**config.mk**
```make
export PLATFORM = sky130hd
export DESIGN_NAME = fifo_writer_gen
export DESIGN_NICKNAME = d
export VERILOG_FILES = /design/src/rtl/fifo_writer_gen.sv
export SDC_FILE = /design/constraint.sdc
export NUM_CORES = 1
export LEC_CHECK = 0
export ABC_CLOCK_PERIOD_IN_PS = 2170
export BUFFER_PORTS_ARGS = -buffer_cell sky130_fd_sc_hd__buf_2
export CAP_MARGIN = 20
export CORE_MARGIN = 10
export CORE_UTILIZATION = 55
export CTS_CLUSTER_SIZE = 24
export DETAILED_ROUTE_END_ITERATION = 12
export PLACE_DENSITY = 0.8
export SYNTH_ARGS = -nofsm -noshare
export SYNTH_HDL_FRONTEND = slang
export SYNTH_SLANG_ARGS = --single-unit
```
**constraint.sdc**
```tcl
create_clock -name clk -period 2.17 [get_ports clk]
set_input_delay 0.217 -clock clk [delete_from_list [all_inputs] [get_ports clk]]
set_output_delay 0.217 -clock clk [all_outputs]
set_load 0.05 [all_outputs]
```
**src/rtl/fifo_writer_gen.sv**
```systemverilog
// fifo_writer_gen: drives the write side of a FIFO with one block of words
// per start/done handshake. Writes are throttled by a pseudo-random
// go signal, so the FIFO sees both bursts and gaps.
//
// Ports:
//   clk, rst         clock and synchronous active-high reset
//   start_i          start request (only honoured in IDLE)
//   length_i         words in block (0 goes straight to DONE)
//   rate_i           throttle threshold, 255 = no throttling
//   pattern_i        0 = incrementing data, 1 = walking rotate-left
//   seed_i           first data word of the block
//   dout, wren       FIFO write data (registered) and write enable
//   full             FIFO full, blocks wren in the same cycle
//   busy_o           high while the block is being written
//   done_o           one-cycle pulse after the final accepted write
//   count_o          words accepted in the current or last block
module fifo_writer_gen #(
  parameter int          WIDTH      = 16,
  parameter int          LEN_WIDTH  = 10,
  parameter int          RATE_WIDTH = 8,
  parameter logic [15:0] LFSR_SEED  = 16'hACE1
) (
  input  logic                  clk,
  input  logic                  rst,
  input  logic                  start_i,
  input  logic [LEN_WIDTH-1:0]  length_i,
  input  logic [RATE_WIDTH-1:0] rate_i,
  input  logic                  pattern_i,
  input  logic [WIDTH-1:0]      seed_i,
  output logic [WIDTH-1:0]      dout,
  output logic                  wren,
  input  logic                  full,
  output logic                  busy_o,
  output logic                  done_o,
  output logic [LEN_WIDTH-1:0]  count_o
);

  // An all-zero LFSR would lock up, so a zero seed is replaced.
  localparam logic [15:0] SEED_EFF = (LFSR_SEED == 16'h0000) ? 16'hACE1 : LFSR_SEED;
  localparam logic [LEN_WIDTH-1:0] ONE_LEN = {{(LEN_WIDTH-1){1'b0}}, 1'b1};
  localparam logic [WIDTH-1:0]     ONE_W   = {{(WIDTH-1){1'b0}}, 1'b1};

  typedef enum logic [1:0] {
    ST_IDLE  = 2'd0,
    ST_WRITE = 2'd1,
    ST_DONE  = 2'd2
  } state_t;

  state_t               state_reg, state_next;
  logic [WIDTH-1:0]     dout_reg, dout_next;
  logic [LEN_WIDTH-1:0] count_reg, count_next;
  logic [LEN_WIDTH-1:0] len_reg, len_next;
  logic                 pat_reg, pat_next;
  logic [15:0]          lfsr_reg;
  logic                 go_reg;
  logic                 wren_int;
  logic [WIDTH-1:0]     rot_word;

  // Walking pattern: rotate left by one, MSB wraps to bit 0.
  genvar gi;
  generate
    for (gi = 1; gi < WIDTH; gi++) begin : g_rot
      assign rot_word[gi] = dout_reg[gi-1];
    end
  endgenerate
  assign rot_word[0] = dout_reg[WIDTH-1];

  // Combinational enable gives zero-cycle response to full.
  assign wren_int = (state_reg == ST_WRITE) && go_reg && !full;

  // Throttle: Fibonacci LFSR x^16+x^14+x^13+x^11+1, go registered.
  always_ff @(posedge clk) begin
    if (rst) begin
      lfsr_reg <= SEED_EFF;
      go_reg   <= 1'b0;
    end else begin
      lfsr_reg <= {lfsr_reg[14:0], lfsr_reg[15] ^ lfsr_reg[13] ^ lfsr_reg[12] ^ lfsr_reg[10]};
      go_reg   <= (lfsr_reg[RATE_WIDTH-1:0] <= rate_i);
    end
  end

  always_comb begin
    state_next = state_reg;
    dout_next  = dout_reg;
    count_next = count_reg;
    len_next   = len_reg;
    pat_next   = pat_reg;
    case (state_reg)
      ST_IDLE: begin
        if (start_i) begin
          len_next   = length_i;
          pat_next   = pattern_i;
          count_next = '0;
          // A zero word never changes under rotation, so start at 1.
          dout_next  = (pattern_i && (seed_i == '0)) ? ONE_W : seed_i;
          state_next = (length_i != '0) ? ST_WRITE : ST_DONE;
        end
      end
      ST_WRITE: begin
        if (wren_int) begin
          count_next = count_reg + ONE_LEN;
          dout_next  = pat_reg ? rot_word : (dout_reg + ONE_W);
          if ((count_reg + ONE_LEN) == len_reg) begin
            state_next = ST_DONE;
          end
        end
      end
      ST_DONE: begin
        state_next = ST_IDLE;
      end
      default: begin
        state_next = ST_IDLE;
      end
    endcase
  end

  always_ff @(posedge clk) begin
    if (rst) begin
      state_reg <= ST_IDLE;
      dout_reg  <= '0;
      count_reg <= '0;
      len_reg   <= '0;
      pat_reg   <= 1'b0;
    end else begin
      state_reg <= state_next;
      dout_reg  <= dout_next;
      count_reg <= count_next;
      len_reg   <= len_next;
      pat_reg   <= pat_next;
    end
  end

  assign dout    = dout_reg;
  assign wren    = wren_int;
  assign count_o = count_reg;
  assign busy_o  = (state_reg == ST_WRITE);
  // State is a register, so done_o is a registered one-cycle pulse.
  assign done_o  = (state_reg == ST_DONE);

endmodule

```
-- Yosys cells after proc, flatten, opt, wreduce, memory -nomap -nowiden
Cells that the tools add are included.
W data, S select, Z words.
- RAM bits: 0
- flip-flop bits (word level): 56
- memories kept: 0
- input bits: 39
- ROM bits: 0
- output and inout bits: 29
- bits in latches: 0
- $lt $le $gt $ge: 1
- bitwise gates (word level): 3
- $mul: 0
- shifts and indexed selects: 0
- divide/modulo/power cells: 0
- add/subtract/negate cells: 2
- reduce and logical (&&, ||, !) cells: 11
- equality and inequality tests: 6
- muxes and demuxes: 13
- operators by type and width (operator ; number):
    $mux W16 ; 4
    $pmux W16 S2 ; 1
    $mux W10 ; 2
    $pmux W10 S2 ; 1
    $add A16 B1 Y16 const B ; 1
    $logic_not A16 Y1 ; 1
    $add A10 B1 Y10 const B ; 1
    $eq A10 B10 Y1 ; 1
    $reduce_bool A10 Y1 ; 1
    $le A8 B8 Y1 ; 1
    $mux W2 ; 4
    $reduce_and A3 Y1 ; 2
    $ne A2 B2 Y1 const B ; 2
    $pmux W2 S2 ; 1
    $logic_and A1 B1 Y1 ; 3
    $xor A1 B1 Y1 ; 3
    $eq A2 B1 Y1 const B ; 1
    $eq A2 B2 Y1 const B ; 1
    $logic_not A2 Y1 ; 1
    $ne A2 B1 Y1 const B ; 1
    $reduce_and A2 Y1 ; 1
    $reduce_bool A2 Y1 ; 1
    $logic_not A1 Y1 ; 1

-- Longest topological paths before layout
- depth after elaboration: 5
- depth in mapped cells: 10
- mapped depth without buffers: 8

-- Worst setup path after synthesis
OpenSTA, ideal clock, no wires.
- path kind: register to register
- start point: register count_reg[1], in the netlist count_o[1]
- end point: register state_reg[0]
- buffers on the path: 0
- slack: -106 ps
- arrival: 2150 ps
- stages on the path, launching flop included: 8
- cells stage by stage: dfxtp_1 ha_1 xor2_1 a311oi_1 nand4b_1 nor4bb_1 o211ai_1 nor4b_2
- word-level cells in the longest chain between the ends: 4
- RTL lines (item ; line ; RTL):
    start: declaration ; 51 ; logic [LEN_WIDTH-1:0] count_reg, count_next;
    start signal: assignment ; 127 ; count_reg <= count_next;
    $add A10 B1 Y10 ; 103 ; if ((count_reg + ONE_LEN) == len_reg) begin
    $eq A10 B10 Y1 ; 103 ;
    $ne A2 B1 Y1 (no line) ; - ;
    $reduce_and A3 Y1 (no line) ; - ;
    end signal: assignment ; 125 ; state_reg <= state_next;
    end: declaration ; 49 ; state_t state_reg, state_next;
No other way between the ends.
A chain may end at the register's enable or synchronous reset.

-- Worst setup path in the final report
- start point: register count_reg[1], in the netlist count_o[1]
- end point: register state_reg[1]
Same word-level chain as after synthesis.

==> run metrics <==
CTS clk-pin slew, worst paths=0.09 ns; grt ovf=0; Unique masters post-synth=57; RePlAce Congestion=0.9052; post-synthesis cell count=407; Clock Sinks=56; register bit total from synthesis=56; ANT nets after route=0; drt drc=0; number of fill cells=496; delay-heaviest family, CP=compound AO/OA/AOI/OAI gates; Net Sw Frac=32.11%; Synth Flop Type=dfxtp_1; Ys Warns=0; clk root buf=clkbuf_8; I/O pin count=68; PortBufs=67; Net Sw Power=0.7257 mW; count of final hold-check violations=0; Die Y-Extent=96.70 um; FP Rows=27; startpoint types=register; Bufs on Longest Clock Path=2; DP HPWL=6417 um; nets=516; H-tree depth=2; RR Startpoint=count_o[1]$_SDFFE_PP0P_; outcome=finished, final reports clean; area of the die=9351 um2; fin. max-slew vios=0; share of post-route cells with drive strength above 1=23.50%; instance count on the critical path=7; setup TNS=0 ns; Clock power frac=26.7%; final wirelength=8673 um; mean routed wirelength per cell=16.06 um; Reg area=1126 um2; period utilization=96.25%; initial antenna violation count=0; worst hold path type=primary input to register; Critical Path End=state_reg[1]$_SDFFE_PP0P_; setup violators final=0; Pwr Density=612.5 nW/um2; Area after DPL=3585 um2; Worst Tran Pin Value=0.6279 ns; Hold Crit Start=length_i[8]; Int Pwr=1.534 mW; CTS Buf Count=5; crit-path cells=ha_2 > xor2_1 > a311oi_1 > nand4b_1 > nor4bb_2 > o211ai_1 > a211oi_2; Peak Freq=478.8 MHz; multi-input logic area=1872 um2; VDD IR-drop max=0.4550 mV; Die X=96.70 um; CTS tree=yes; largest net degree at the start of global routing=28; Crit Path Max Fanout=8; share of the synthesized area in the top cell type=34.65%; slowest stage cell, crit path=dfxtp_4; worst skew pair latency=0.32 ns; cell area after synthesis=3236 um2; register share of total power=51.0%; ANT cells=0; drt first pass iters=5; Post-Syn Area per Cell=7.950 um2; Slew headroom=58.10%; Clock Skew=0.01355 ns; minimum clock period=2.089 ns; register area share after synthesis=34.65%; reg2reg setup slack=0.08 ns; ys async rst share=0%; Worst EP required=2.41 ns; CP bufs+invs=0; crit end category=register; total track usage=17.70%; Post-Syn Nets=456; EDFF count, synth=0; maxcap violations=0; drt via density=5.889; Worst Setup SP=count_o[1]$_SDFFE_PP0P_; 1st-iter DRT viols=287; Critical Path AT=2.33 ns; Layout area overhead=14.04%; power share of the combinational group=22.3%; Worst path max stage delay=0.40 ns; Reg2Reg Depth=7; number of global-route vias before repair=3046; Vias=3180; critical path class=register to register; ranking of synthesized cells by area=dfxtp_1 (35%), a21oi_1 (7.1%), nand2_1 (5.3%), nor2_1 (3.9%), ha_1 (3.9%); Leakage=1.596 nW; number of hold buffers added after CTS=0; core area=5608 um2; Starting Density=57.70%; Synth area leader=dfxtp_1; Design Area, Final=3690 um2; global-route wire length before repair=14510 um; FF-to-FF End=state_reg[1]$_SDFFE_PP0P_
-- synth_stat cells, types with 6 or more instances --
| library cell | count |
|---|---|
| a211oi_1 | 6 |
| a21oi_1 | 46 |
| buf_2 | 6 |
| clkbuf_1 | 12 |
| dfxtp_1 | 56 |
| ha_1 | 10 |
| inv_1 | 14 |
| mux2i_1 | 7 |
| nand2_1 | 46 |
| nand2b_1 | 7 |
| nand3_1 | 13 |
| nand4_1 | 7 |
| nor2_1 | 34 |
| nor2b_1 | 8 |
| nor3_1 | 13 |
| o211ai_1 | 7 |
| o21ai_0 | 18 |
| or2_2 | 9 |
| xnor2_1 | 8 |
| xor2_1 | 8 |
-- worst reg2reg max path, cell delays in order (launching register included) --
cell,delay [ns]
dfxtp_4,0.40
ha_2,0.29
xor2_1,0.14
a311oi_1,0.29
nand4b_1,0.15
nor4bb_2,0.38
o211ai_1,0.18
a211oi_2,0.20
-- logic make-up after synthesis --
group	Yosys count	share of synthesized area [%]
mux	7	2.166
buf+inv	45	7.772
compound gates	113	21.96
fa+ha+maj	10	3.867
simple gates	160	25.25
flops	56	34.65
xor+xnor	16	4.331
-- what timing repair did --
action                                  4_1_cts  5_1_grt
pin swaps                                     0        1
setup buffers                                 0        0
endpoints found under the setup margin        1        2
endpoints found under the hold margin         0        0
resized for setup                             1        2
-- routing by layer --
| layer | routed length [um] | up-vias | global-route usage, % | part of all wire [%] |
|---|---|---|---|---|
| met3 | 714 | 13 | 4.755 | 8.2 |
| li1 | - | 1570 | - | - |
| met4 | 94 | 0 | 4.735 | 1.1 |
| met2 | 3881 | 131 | 27.71 | 45 |
| met5 | 0 | - | 0 | 0 |
| met1 | 3982 | 1466 | 23.29 | 46 |
-- worst min-delay path by stage --
stage,end,depth (start not counted)
final,len_reg[8]$_SDFFE_PP0P_,3
after global routing,len_reg[7]$_SDFFE_PP0P_,3
after CTS,len_reg[7]$_SDFFE_PP0P_,3
after detailed placement,lfsr_reg[10]$_SDFF_PP1_,1
after global placement,lfsr_reg[10]$_SDFF_PP1_,1
after floorplan,len_reg[0]$_SDFFE_PP0P_,2
-- cell type report --
cell class | count | share of cell area (%)
Clock inverter | 1 | 0.2035
Inverter | 16 | 1.628
Sequential cell | 56 | 30.52
Timing Repair Buffer | 82 | 12.14
Tap cell | 72 | 2.442
Multi-Input combinational cell | 306 | 50.73
Clock buffer | 7 | 2.340
-- placed cells by master, fill, tap and decap left out, types with 9 or more instances in the layout --
cell and n:
buf_4 15, nand2_1 46, nor3_1 13, or2_2 9, a21oi_1 46, buf_2 67
ha_1 9, o21ai_0 18, nor2_1 34, inv_1 14, nand3_1 13, dfxtp_1 54
-- power groups by stage --
stage / combinational, mW / clock [mW] / sequential, mW
finish: 0.504 / 0.603 / 1.15
global route: 0.556 / 0.645 / 1.16
CTS: 0.502 / 0.611 / 1.15
detailed placement: 0.499 / 0 / 1.18
global placement: 0.488 / 0 / 1.17
floorplan: 0.276 / 0 / 1.25
-- metrics by stage --
step / setup slack, ns / std cells / util [%] / power [mW] / hold WS, ns
finish: 0.08130 / 540 / 65.80 / 2.260 / 0.1449
global route: -0.01623 / 540 / 65.80 / 2.363 / 0.1447
CTS: 0.05030 / 540 / 65.71 / 2.265 / 0.1379
detailed placement: 0.01304 / 532 / 63.92 / 1.675 / 0.3950
global placement: 0.1952 / 532 / 63.92 / 1.661 / 0.3928
floorplan: 0.07766 / 407 / - / 1.526 / 0.3530
Power figures use the tool's default switching activity.
